## config.mk

```make
export PLATFORM = sky130hd
export DESIGN_NAME = tdc_cali_ctrl_flat
export DESIGN_NICKNAME = d
export VERILOG_FILES = /design/src/rtl/tdc_cali_ctrl_if.sv /design/src/rtl/tdc_cali_ctrl.sv /design/src/flat_wrapper.sv
export SDC_FILE = /design/constraint.sdc
export NUM_CORES = 1
export LEC_CHECK = 0
export ABC_AREA = 1
export BUFFER_PORTS_ARGS = -buffer_cell sky130_fd_sc_hd__buf_2
export CORE_MARGIN = 5
export CORE_UTILIZATION = 50
export DETAILED_ROUTE_END_ITERATION = 12
export PLACE_DENSITY = 0.67
export SETUP_SLACK_MARGIN = 0.05
export SYNTH_ARGS = -nofsm -noshare
export SYNTH_HDL_FRONTEND = slang
export SYNTH_SLANG_ARGS = --single-unit
```

## constraint.sdc

```tcl
create_clock -name i_clk -period 2.9 [get_ports i_clk]
set_input_delay 0 -clock i_clk [delete_from_list [all_inputs] [get_ports i_clk]]
set_output_delay 0 -clock i_clk [all_outputs]
set_load 0.005 [all_outputs]
```

## src/rtl/tdc_cali_ctrl_if.sv

```systemverilog
// tdc_cali_ctrl_if: control/histogram bundle of the TDC calibration sequencer.
// Optional auto-recalibration lives in the sequencer (CALI_AUTO_RESTART_EN).
interface tdc_cali_ctrl_if #(
  parameter int BIN_W = 8
);
  logic             i_start;
  logic             i_locked;
  logic             i_hit_valid;
  logic [BIN_W-1:0] i_bin;
  logic             o_control;
  logic             o_cali_mode;
  logic             o_hist_we;
  logic             o_hist_clr;
  logic [BIN_W-1:0] o_hist_addr;
  logic             o_busy;
  logic             o_done;
  logic             o_timeout;

  modport master (
    output i_start, i_locked, i_hit_valid, i_bin,
    input  o_control, o_cali_mode, o_hist_we, o_hist_clr,
    input  o_hist_addr, o_busy, o_done, o_timeout
  );

  modport slave (
    input  i_start, i_locked, i_hit_valid, i_bin,
    output o_control, o_cali_mode, o_hist_we, o_hist_clr,
    output o_hist_addr, o_busy, o_done, o_timeout
  );
endinterface

```

## src/rtl/tdc_cali_ctrl.sv

```systemverilog
// tdc_cali_ctrl: clear histogram, run cali clock, wait lock, settle, collect hits.
// Define CALI_AUTO_RESTART_EN to recalibrate RECAL_PERIOD cycles after DONE.
module tdc_cali_ctrl #(
  parameter int BIN_W         = 8,
  parameter int HIT_W         = 16,
  parameter int N_HITS        = 10000,
  parameter int LOCK_TIMEOUT  = 4096,
  parameter int SETTLE_CYCLES = 64
`ifdef CALI_AUTO_RESTART_EN
  ,
  parameter int RECAL_PERIOD  = 1 << 24
`endif
) (
  input logic           i_clk,
  input logic           i_reset_n,
  tdc_cali_ctrl_if.slave cif
);

  typedef enum logic [2:0] {
    S_IDLE,
    S_CLEAR,
    S_WAIT_LOCK,
    S_SETTLE,
    S_COLLECT,
    S_DONE,
    S_ERROR
  } state_t;

  localparam logic [BIN_W-1:0] ADDR_LAST = '1;
  localparam logic [15:0] TMO_LAST = 16'(LOCK_TIMEOUT - 1);
  localparam logic [15:0] SET_LAST = 16'(SETTLE_CYCLES - 1);
  localparam logic [HIT_W-1:0] HIT_LAST = HIT_W'(N_HITS - 1);
  localparam logic [HIT_W-1:0] HIT_MAX = '1;

  state_t           state;
  logic [1:0]       lk_sync;
  logic             lock;
  logic [15:0]      cnt;
  logic [HIT_W-1:0] hits;
  logic             go;

  assign lock = lk_sync[1];

  // two-flop synchroniser for the asynchronous MMCM lock
  always_ff @(posedge i_clk or negedge i_reset_n) begin
    if (!i_reset_n) lk_sync <= 2'b00;
    else            lk_sync <= {lk_sync[0], cif.i_locked};
  end

`ifdef CALI_AUTO_RESTART_EN
  localparam int RC_W = (RECAL_PERIOD > 1) ? $clog2(RECAL_PERIOD) : 1;
  localparam logic [RC_W-1:0] RC_LAST = RC_W'(RECAL_PERIOD - 1);

  logic [RC_W-1:0] rc;
  logic            auto_go;

  assign auto_go = (state == S_DONE) && (rc == RC_LAST);
  assign go      = cif.i_start | auto_go;

  // idle timer in DONE; restarts from zero on every DONE entry
  always_ff @(posedge i_clk or negedge i_reset_n) begin
    if (!i_reset_n)          rc <= '0;
    else if (state != S_DONE) rc <= '0;
    else if (rc != RC_LAST)   rc <= rc + 1'b1;
  end
`else
  assign go = cif.i_start;
`endif

  // sequencer state plus all registered outputs
  always_ff @(posedge i_clk or negedge i_reset_n) begin
    if (!i_reset_n) begin
      state           <= S_IDLE;
      cnt             <= '0;
      hits            <= '0;
      cif.o_control   <= 1'b0;
      cif.o_cali_mode <= 1'b0;
      cif.o_hist_we   <= 1'b0;
      cif.o_hist_clr  <= 1'b0;
      cif.o_hist_addr <= '0;
      cif.o_busy      <= 1'b0;
      cif.o_done      <= 1'b0;
      cif.o_timeout   <= 1'b0;
    end else begin
      cif.o_hist_we   <= 1'b0;
      cif.o_control   <= state inside {S_WAIT_LOCK, S_SETTLE, S_COLLECT};
      cif.o_cali_mode <= state inside {S_SETTLE, S_COLLECT};
      unique case (state)
        S_IDLE, S_DONE, S_ERROR: begin
          if (go) begin
            state           <= S_CLEAR;
            cnt             <= '0;
            hits            <= '0;
            cif.o_busy      <= 1'b1;
            cif.o_done      <= 1'b0;
            cif.o_timeout   <= 1'b0;
            cif.o_hist_we   <= 1'b1;
            cif.o_hist_clr  <= 1'b1;
            cif.o_hist_addr <= '0;
          end
        end
        S_CLEAR: begin
          if (cif.o_hist_addr == ADDR_LAST) begin
            state          <= S_WAIT_LOCK;
            cif.o_hist_clr <= 1'b0;
          end else begin
            cif.o_hist_we   <= 1'b1;
            cif.o_hist_addr <= cif.o_hist_addr + 1'b1;
          end
        end
        S_WAIT_LOCK: begin
          if (lock) begin
            state <= S_SETTLE;
            cnt   <= '0;
          end else if (cnt == TMO_LAST) begin
            state         <= S_ERROR;
            cif.o_busy    <= 1'b0;
            cif.o_timeout <= 1'b1;
          end else begin
            cnt <= cnt + 16'd1;
          end
        end
        S_SETTLE: begin
          if (!lock) begin
            state         <= S_ERROR;
            cif.o_busy    <= 1'b0;
            cif.o_timeout <= 1'b1;
          end else if (cnt == SET_LAST) begin
            state <= S_COLLECT;
          end else begin
            cnt <= cnt + 16'd1;
          end
        end
        S_COLLECT: begin
          if (cif.i_hit_valid) begin
            cif.o_hist_we   <= 1'b1;
            cif.o_hist_clr  <= 1'b0;
            cif.o_hist_addr <= cif.i_bin;
            hits <= (hits == HIT_MAX) ? hits : hits + 1'b1;
          end
          // the final hit wins over a simultaneous lock loss
          if (cif.i_hit_valid && hits == HIT_LAST) begin
            state      <= S_DONE;
            cif.o_busy <= 1'b0;
            cif.o_done <= 1'b1;
          end else if (!lock) begin
            state         <= S_ERROR;
            cif.o_busy    <= 1'b0;
            cif.o_timeout <= 1'b1;
          end
        end
        default: state <= S_IDLE;
      endcase
    end
  end

endmodule
```

## src/flat_wrapper.sv

```systemverilog
// flat-port wrapper written by rule: the top's interface ports become plain ports
module tdc_cali_ctrl_flat 
#(
  parameter int BIN_W         = 8,
  parameter int HIT_W         = 16,
  parameter int N_HITS        = 10000,
  parameter int LOCK_TIMEOUT  = 4096,
  parameter int SETTLE_CYCLES = 64

)
  (i_clk, i_reset_n, cif_i_start, cif_i_locked, cif_i_hit_valid, cif_i_bin, cif_o_control, cif_o_cali_mode, cif_o_hist_we, cif_o_hist_clr, cif_o_hist_addr, cif_o_busy, cif_o_done, cif_o_timeout);
  tdc_cali_ctrl_if #(.BIN_W(BIN_W)) cif_i ();
  input logic i_clk;
  input logic i_reset_n;
  input wire logic [$bits(cif_i.i_start)-1:0] cif_i_start;
  input wire logic [$bits(cif_i.i_locked)-1:0] cif_i_locked;
  input wire logic [$bits(cif_i.i_hit_valid)-1:0] cif_i_hit_valid;
  input wire logic [$bits(cif_i.i_bin)-1:0] cif_i_bin;
  output wire logic [$bits(cif_i.o_control)-1:0] cif_o_control;
  output wire logic [$bits(cif_i.o_cali_mode)-1:0] cif_o_cali_mode;
  output wire logic [$bits(cif_i.o_hist_we)-1:0] cif_o_hist_we;
  output wire logic [$bits(cif_i.o_hist_clr)-1:0] cif_o_hist_clr;
  output wire logic [$bits(cif_i.o_hist_addr)-1:0] cif_o_hist_addr;
  output wire logic [$bits(cif_i.o_busy)-1:0] cif_o_busy;
  output wire logic [$bits(cif_i.o_done)-1:0] cif_o_done;
  output wire logic [$bits(cif_i.o_timeout)-1:0] cif_o_timeout;
  assign cif_i.i_start = cif_i_start;
  assign cif_i.i_locked = cif_i_locked;
  assign cif_i.i_hit_valid = cif_i_hit_valid;
  assign cif_i.i_bin = cif_i_bin;
  assign cif_o_control = cif_i.o_control;
  assign cif_o_cali_mode = cif_i.o_cali_mode;
  assign cif_o_hist_we = cif_i.o_hist_we;
  assign cif_o_hist_clr = cif_i.o_hist_clr;
  assign cif_o_hist_addr = cif_i.o_hist_addr;
  assign cif_o_busy = cif_i.o_busy;
  assign cif_o_done = cif_i.o_done;
  assign cif_o_timeout = cif_i.o_timeout;
  tdc_cali_ctrl #(.BIN_W(BIN_W), .HIT_W(HIT_W), .N_HITS(N_HITS), .LOCK_TIMEOUT(LOCK_TIMEOUT), .SETTLE_CYCLES(SETTLE_CYCLES)) u_core (.i_clk(i_clk), .i_reset_n(i_reset_n), .cif(cif_i));
endmodule
```

Word-level counts from Yosys, hierarchy flattened --
Cells that the tools add are included.
Word-level totals: register bits 52, input port bits 13, output and inout bits 15, word-level logic and storage cells 101
Cells by class: add/sub/neg operators 3, equality and inequality tests 26, mux-type cells 43, reduce and logical (&&, ||, !) cells 17
Operator list (number):
- 2-to-1 mux 16 bit | 7
- one-hot mux 16 bit (3 select lines) | 1
- adder 16 x 1 -> 16 bit, second input constant | 2
- one-hot mux 16 bit (2 select lines) | 1
- 2-to-1 mux 3 bit | 8
- 2-to-1 mux 8 bit | 3
- one-hot mux 8 bit (3 select lines) | 1
- != test 2 bit, second input constant | 9
- == test 16 x 12 -> 1 bit, second input constant | 1
- == test 16 x 14 -> 1 bit, second input constant | 1
- == test 16 bit, second input constant | 1
- == test 16 x 6 -> 1 bit, second input constant | 1
- 2-to-1 mux 1 bit | 16
- AND reduction 4 bit | 4
- one-hot mux 3 bit (5 select lines) | 1
- AND reduction 5 bit | 3
- == test 3 bit, second input constant | 3
- nonzero test 3 bit | 3
- adder 8 x 1 -> 8 bit, second input constant | 1
- == test 8 bit, second input constant | 1
- one-hot mux 1 bit (4 select lines) | 2
- == test 3 x 2 -> 1 bit, second input constant | 2
- != test 3 x 2 -> 1 bit, second input constant | 2
- != test 3 bit, second input constant | 2
- other kinds (10) | 13

Logic depth before layout (Yosys ltp) --
word-level depth 4, gate-level depth with buffers 12, depth with buffers taken out 12

Worst setup path after synthesis --
No wires, ideal clock.
kind register to register, from reg u_core.state[0], to reg u_core.cnt[10], library setup time 0.076 ns, arrival time 1.702 ns, data required time 2.824 ns, slack 1.121 ns, cell stages (with the launch flop) 11, buffers on the path 1, period minus slack after synthesis 1.779 ns, cells stage by stage dfrtp_1 -> fa_1 -> inv_1 -> nand2_1 -> inv_1 -> nor2_4 -> nand2_2 -> nor2_4 -> buf_6 -> nand2_1 -> o21ai_1
Between the ends: longest elaborated chain between the ends 4, elaborated cells between the ends (all ways) 13, those cells by class 8 x eq/ne; 1 x mux; 4 x reduce/logical
RTL lines:
- start: declaration | line tdc_cali_ctrl.sv:35 | state_t state;
- start signal: assignment | line tdc_cali_ctrl.sv:73 | state <= S_IDLE;
- start signal: assignment | line tdc_cali_ctrl.sv:91 | state <= S_CLEAR;
- start signal: assignment | line tdc_cali_ctrl.sv:104 | state <= S_WAIT_LOCK;
- == test 3 bit or logical NOT 3 bit (tied branches) | line tdc_cali_ctrl.sv:88 | unique case (state)
- OR reduction 3 bit | line tdc_cali_ctrl.sv:88
- != test 2 bit (no source line) or nonzero test 3 bit (tied branches)
- AND reduction 5 bit (no source line)
- end signal: assignment | line tdc_cali_ctrl.sv:120 | cnt <= cnt + 16'd1;
- end signal: assignment | line tdc_cali_ctrl.sv:131 | cnt <= cnt + 16'd1;
- end: declaration | line tdc_cali_ctrl.sv:38 | logic [15:0] cnt;
Several ways; a longest one is shown, not always the timed one. A chain may end at the register's enable or synchronous reset.

Worst setup path in the final report --
from reg u_core.state[0], to reg u_core.hits[13]
Between the ends: longest elaborated chain between the ends 4, elaborated cells between the ends (all ways) 11, those cells by class 6 x eq/ne; 1 x mux; 4 x reduce/logical
RTL lines:
- == test 3 bit or logical NOT 3 bit (tied branches) | line tdc_cali_ctrl.sv:88
- OR reduction 3 bit | line tdc_cali_ctrl.sv:88
- != test 2 bit (no source line) or nonzero test 2 bit (tied branches)
- AND reduction 4 bit (no source line)
- end signal: assignment | line tdc_cali_ctrl.sv:139 | hits <= (hits == HIT_MAX) ? hits : hits + 1'b1;
- end: declaration | line tdc_cali_ctrl.sv:39 | logic [HIT_W-1:0] hits;
Several ways; a longest one is shown, not always the timed one.

==> flow_metrics.env <==
export IMPL_power_share_clock_pct=20.0
export IMPL_core_area_sq_mm=0.00687
export IMPL_cap_violations=0
export IMPL_tightestPinTransition_ns=0.990
export IMPL_dpl_instance_area_sq_mm=0.00379
export IMPL_first_pass_iters=5
export IMPL_dp_hpwl_mm=6.30
export IMPL_setup_viol=0
export IMPL_layout_drive_gt1_share_pct=10.1
export IMPL_place_port_buffers=27
export IMPL_arrival_ns=2.38
export IMPL_dieArea_sq_mm=0.00893
export IMPL_max_freq_mhz=456
export IMPL_fp_dieH_um=94.5
export IMPL_via_per_inst=5.19
export IMPL_synthXorXnorAreaFrac_pct=1.72
export IMPL_yosysWarnings=0
export IMPL_min_path_type="primary input to flip-flop"
export IMPL_ys_seq_elements=52
export IMPL_setup_tns_ns=0
export IMPL_synth_seq_area_share_pct=36.4
export IMPL_syn_area_sq_mm=0.00357
export IMPL_diodes=0
export IMPL_sequentialPowerShare_pct=34.8
export IMPL_final_cells=673
export IMPL_syn_instance_count=543
export IMPL_clock_latency_ns=0.30
export IMPL_crit_path_end_kind="flip-flop"
export IMPL_worst_slack_ns=0.709
export IMPL_crit_path_start_kind="flip-flop"
export IMPL_io_pins=28
export IMPL_h_tree_depth=2
export IMPL_final_util_pct=58.0
export IMPL_overflow=0
export IMPL_synth_edf_count=0
export IMPL_async_flop_share_pct=100
export IMPL_antenna_found_initial=0
export IMPL_fin_nets=594
export IMPL_critPathMaxStageDelay_ns=0.51
export IMPL_pwr_share_comb_pct=45.2
export IMPL_rr_worst_depth=7
export IMPL_syn_to_final_growth_pct=11.6
export IMPL_p_per_area_mw_per_mm2=734
export IMPL_drv_slew=0
export IMPL_whs_ns=0.0178
export IMPL_synth_nets=560
export IMPL_finalHoldViolCount=0
export IMPL_switchingPower_mw=1.31
export IMPL_cts_clk_slew_worst_paths_ns=0.09
export IMPL_drc=0
export IMPL_yosysTopAreaCell="dfrtp_1"
export IMPL_layout_commonest_cell="nand2_1"
export IMPL_drt_iter0_drc=206
export IMPL_fin_crit_sh_pct=75.5
export IMPL_fin_area_sq_mm=0.00399
export IMPL_place_gp_congestion=0.899
export IMPL_num_vias=3495
export IMPL_synthAdderAreaFrac_pct=1.61
export IMPL_root_buffer="clkbuf_8"
export IMPL_ant_nets=0
export IMPL_n_fill_cell=652
export IMPL_post_drt_wl_per_cell_um=12.8
export IMPL_dp_slack_ns=0.716
export IMPL_start_util_pct=52.0
export IMPL_wirelength_mm=8.61
export IMPL_path_class="flip-flop to flip-flop"
export IMPL_synthTopCellsByArea="dfrtp_1 (36%), nand2_1 (19%), nand3_1 (7.8%), nor2_1 (6.7%), inv_1 (6.3%)"
export IMPL_p_sw_share_pct=44.7
export IMPL_placedCellCount=659
export IMPL_netlist_area_leader_share_pct=36.4
export IMPL_ys_flop_type="dfrtp_1"
export IMPL_numCtsBuffers=5
export IMPL_yosys_cell_types_count=32
export IMPL_p_leak_nw=1.92
export IMPL_grt_pass1_wl_mm=14.6
export IMPL_synth_compound_area_share_pct=9.43
export IMPL_rsz0062_at_grt="false"
export IMPL_skew_ns=0.00543
export IMPL_cts_sinks=52
export IMPL_muxShareOfSynthArea_pct=0
export IMPL_synth_top_family_by_area="simple AND/OR/NAND/NOR gates"
export IMPL_outcome="completed"
export IMPL_grt_max_degree=45
export IMPL_cp_max_fo=17
export IMPL_p_int_mw=1.62
export IMPL_yosys_area_share_simple_pct=42.0
export IMPL_crit_required_ns=3.09
export IMPL_power_mw=2.92
export IMPL_hold_depth=5
export IMPL_slowest_stage="dfrtp_1"
export IMPL_grt_pass1_vias=3186
export IMPL_slew_headroom_pct=34.0
export IMPL_cts_tree="built"
export IMPL_most_common_layout_cells="nand2_1 (178), nor2_1 (64), inv_1 (60)"
export IMPL_track_usage_pct=20.3
export IMPL_ir_worst_vdd_v=0.000433
export IMPL_die_w_um=94.5
export IMPL_avgSynthCellArea_sq_um=6.58
export IMPL_finalCriticalPeriod_ns=2.19
export IMPL_worstPathCellList="nor2_1 > nand2_1 > inv_2 > nand4_1 > nand3_1 > buf_4 > o21ai_0"
export IMPL_cts_buffer_depth=2
export IMPL_rows=30
## routing by layer
metal / share of wire, % / routed length (um) / global-route usage (%) / vias up
li1: - / - / - / 1813
met5: 0 / 0 / 0 / -
met1: 46 / 3990 / 27.2 / 1577
met3: 4.8 / 412 / 3.35 / 12
met2: 47 / 4090 / 34.0 / 93
met4: 1.4 / 117 / 5.89 / 0
## registers in the layout (all words and copies together) (netlist names)
register	count
u_core.cnt	16
u_core.hits	16
u_core.cif.o_hist_addr	8
u_core.state	3
u_core.lk_sync	2
u_core.cif.o_busy	1
u_core.cif.o_cali_mode	1
u_core.cif.o_control	1
u_core.cif.o_done	1
u_core.cif.o_hist_clr	1
u_core.cif.o_hist_we	1
u_core.cif.o_timeout	1
## cell families (layout without fill, tap and decap cells)
group,after synthesis,in the layout
AOI/OAI and AO/OA,61,61
and+or+nand+nor,343,343
adders and majority gates,4,4
xor gates and xnor gates,7,7
buffers and inverters,76,110
DFF,52,52
## power by group through the flow
stage / clock [mW] / sequential [mW] / combinational [mW]
after floorplan: 0 / 1.01 / 1.02
after global placement: 0 / 1.03 / 1.31
after detailed placement: 0 / 1.03 / 1.32
after CTS: 0.605 / 1.02 / 1.33
after global routing: 0.633 / 1.04 / 1.51
final: 0.585 / 1.02 / 1.32
## cells in the mapped netlist (4+ instances only)
cell type,number
nand2_2,4
a21oi_1,6
nor2_1,64
nand3_1,56
o21ai_0,30
dfrtp_1,52
o21bai_1,7
nand2_1,178
inv_1,60
nand4_1,18
nor3_1,11
inv_2,5
a31oi_1,5
xor2_1,7
o21ai_1,10
## area by class of cell
| type | count | area, sq um | area share (%) |
|---|---|---|---|
| clock buffer | 5 | 68.8 | 1.73 |
| clock inverter | 2 | 60.1 | 1.51 |
| inverter | 65 | 244 | 6.12 |
| multi-input combinational | 415 | 1960 | 49.1 |
| sequential | 52 | 1300 | 32.6 |
| tap | 96 | 120 | 3.01 |
| timing repair buffer | 38 | 235 | 5.90 |
## worst paths after layout
kind	to	slack (ns)	from
min in group asynchronous	u_core.cnt[9]	0.39	i_reset_n
max in group asynchronous	u_core.state[1]	1.81	i_reset_n
min	u_core.cif.o_hist_addr[0]	0.02	cif_i_bin[0]
max reg2reg	u_core.hits[13]	0.71	u_core.state[0]
min reg2reg	u_core.lk_sync[1]	0.36	u_core.lk_sync[0]
max	u_core.hits[13]	0.71	u_core.state[0]
## worst max-delay path: cells and delay by family, from the launching register on
kind / cells / cell delay (ns)
AND/OR/NAND/NOR: 4 / 0.85
AO/OA/AOI/OAI: 1 / 0.11
buffers and inverters: 2 / 0.60
flip-flops: 1 / 0.51
## what timing repair did
item                      CTS  global route
hold endpoints to repair   49             0
hold buffers                7             0
buffers inserted            0             0
gates resized for setup     0             0
No activity file was read; power rests on OpenSTA's default activity.
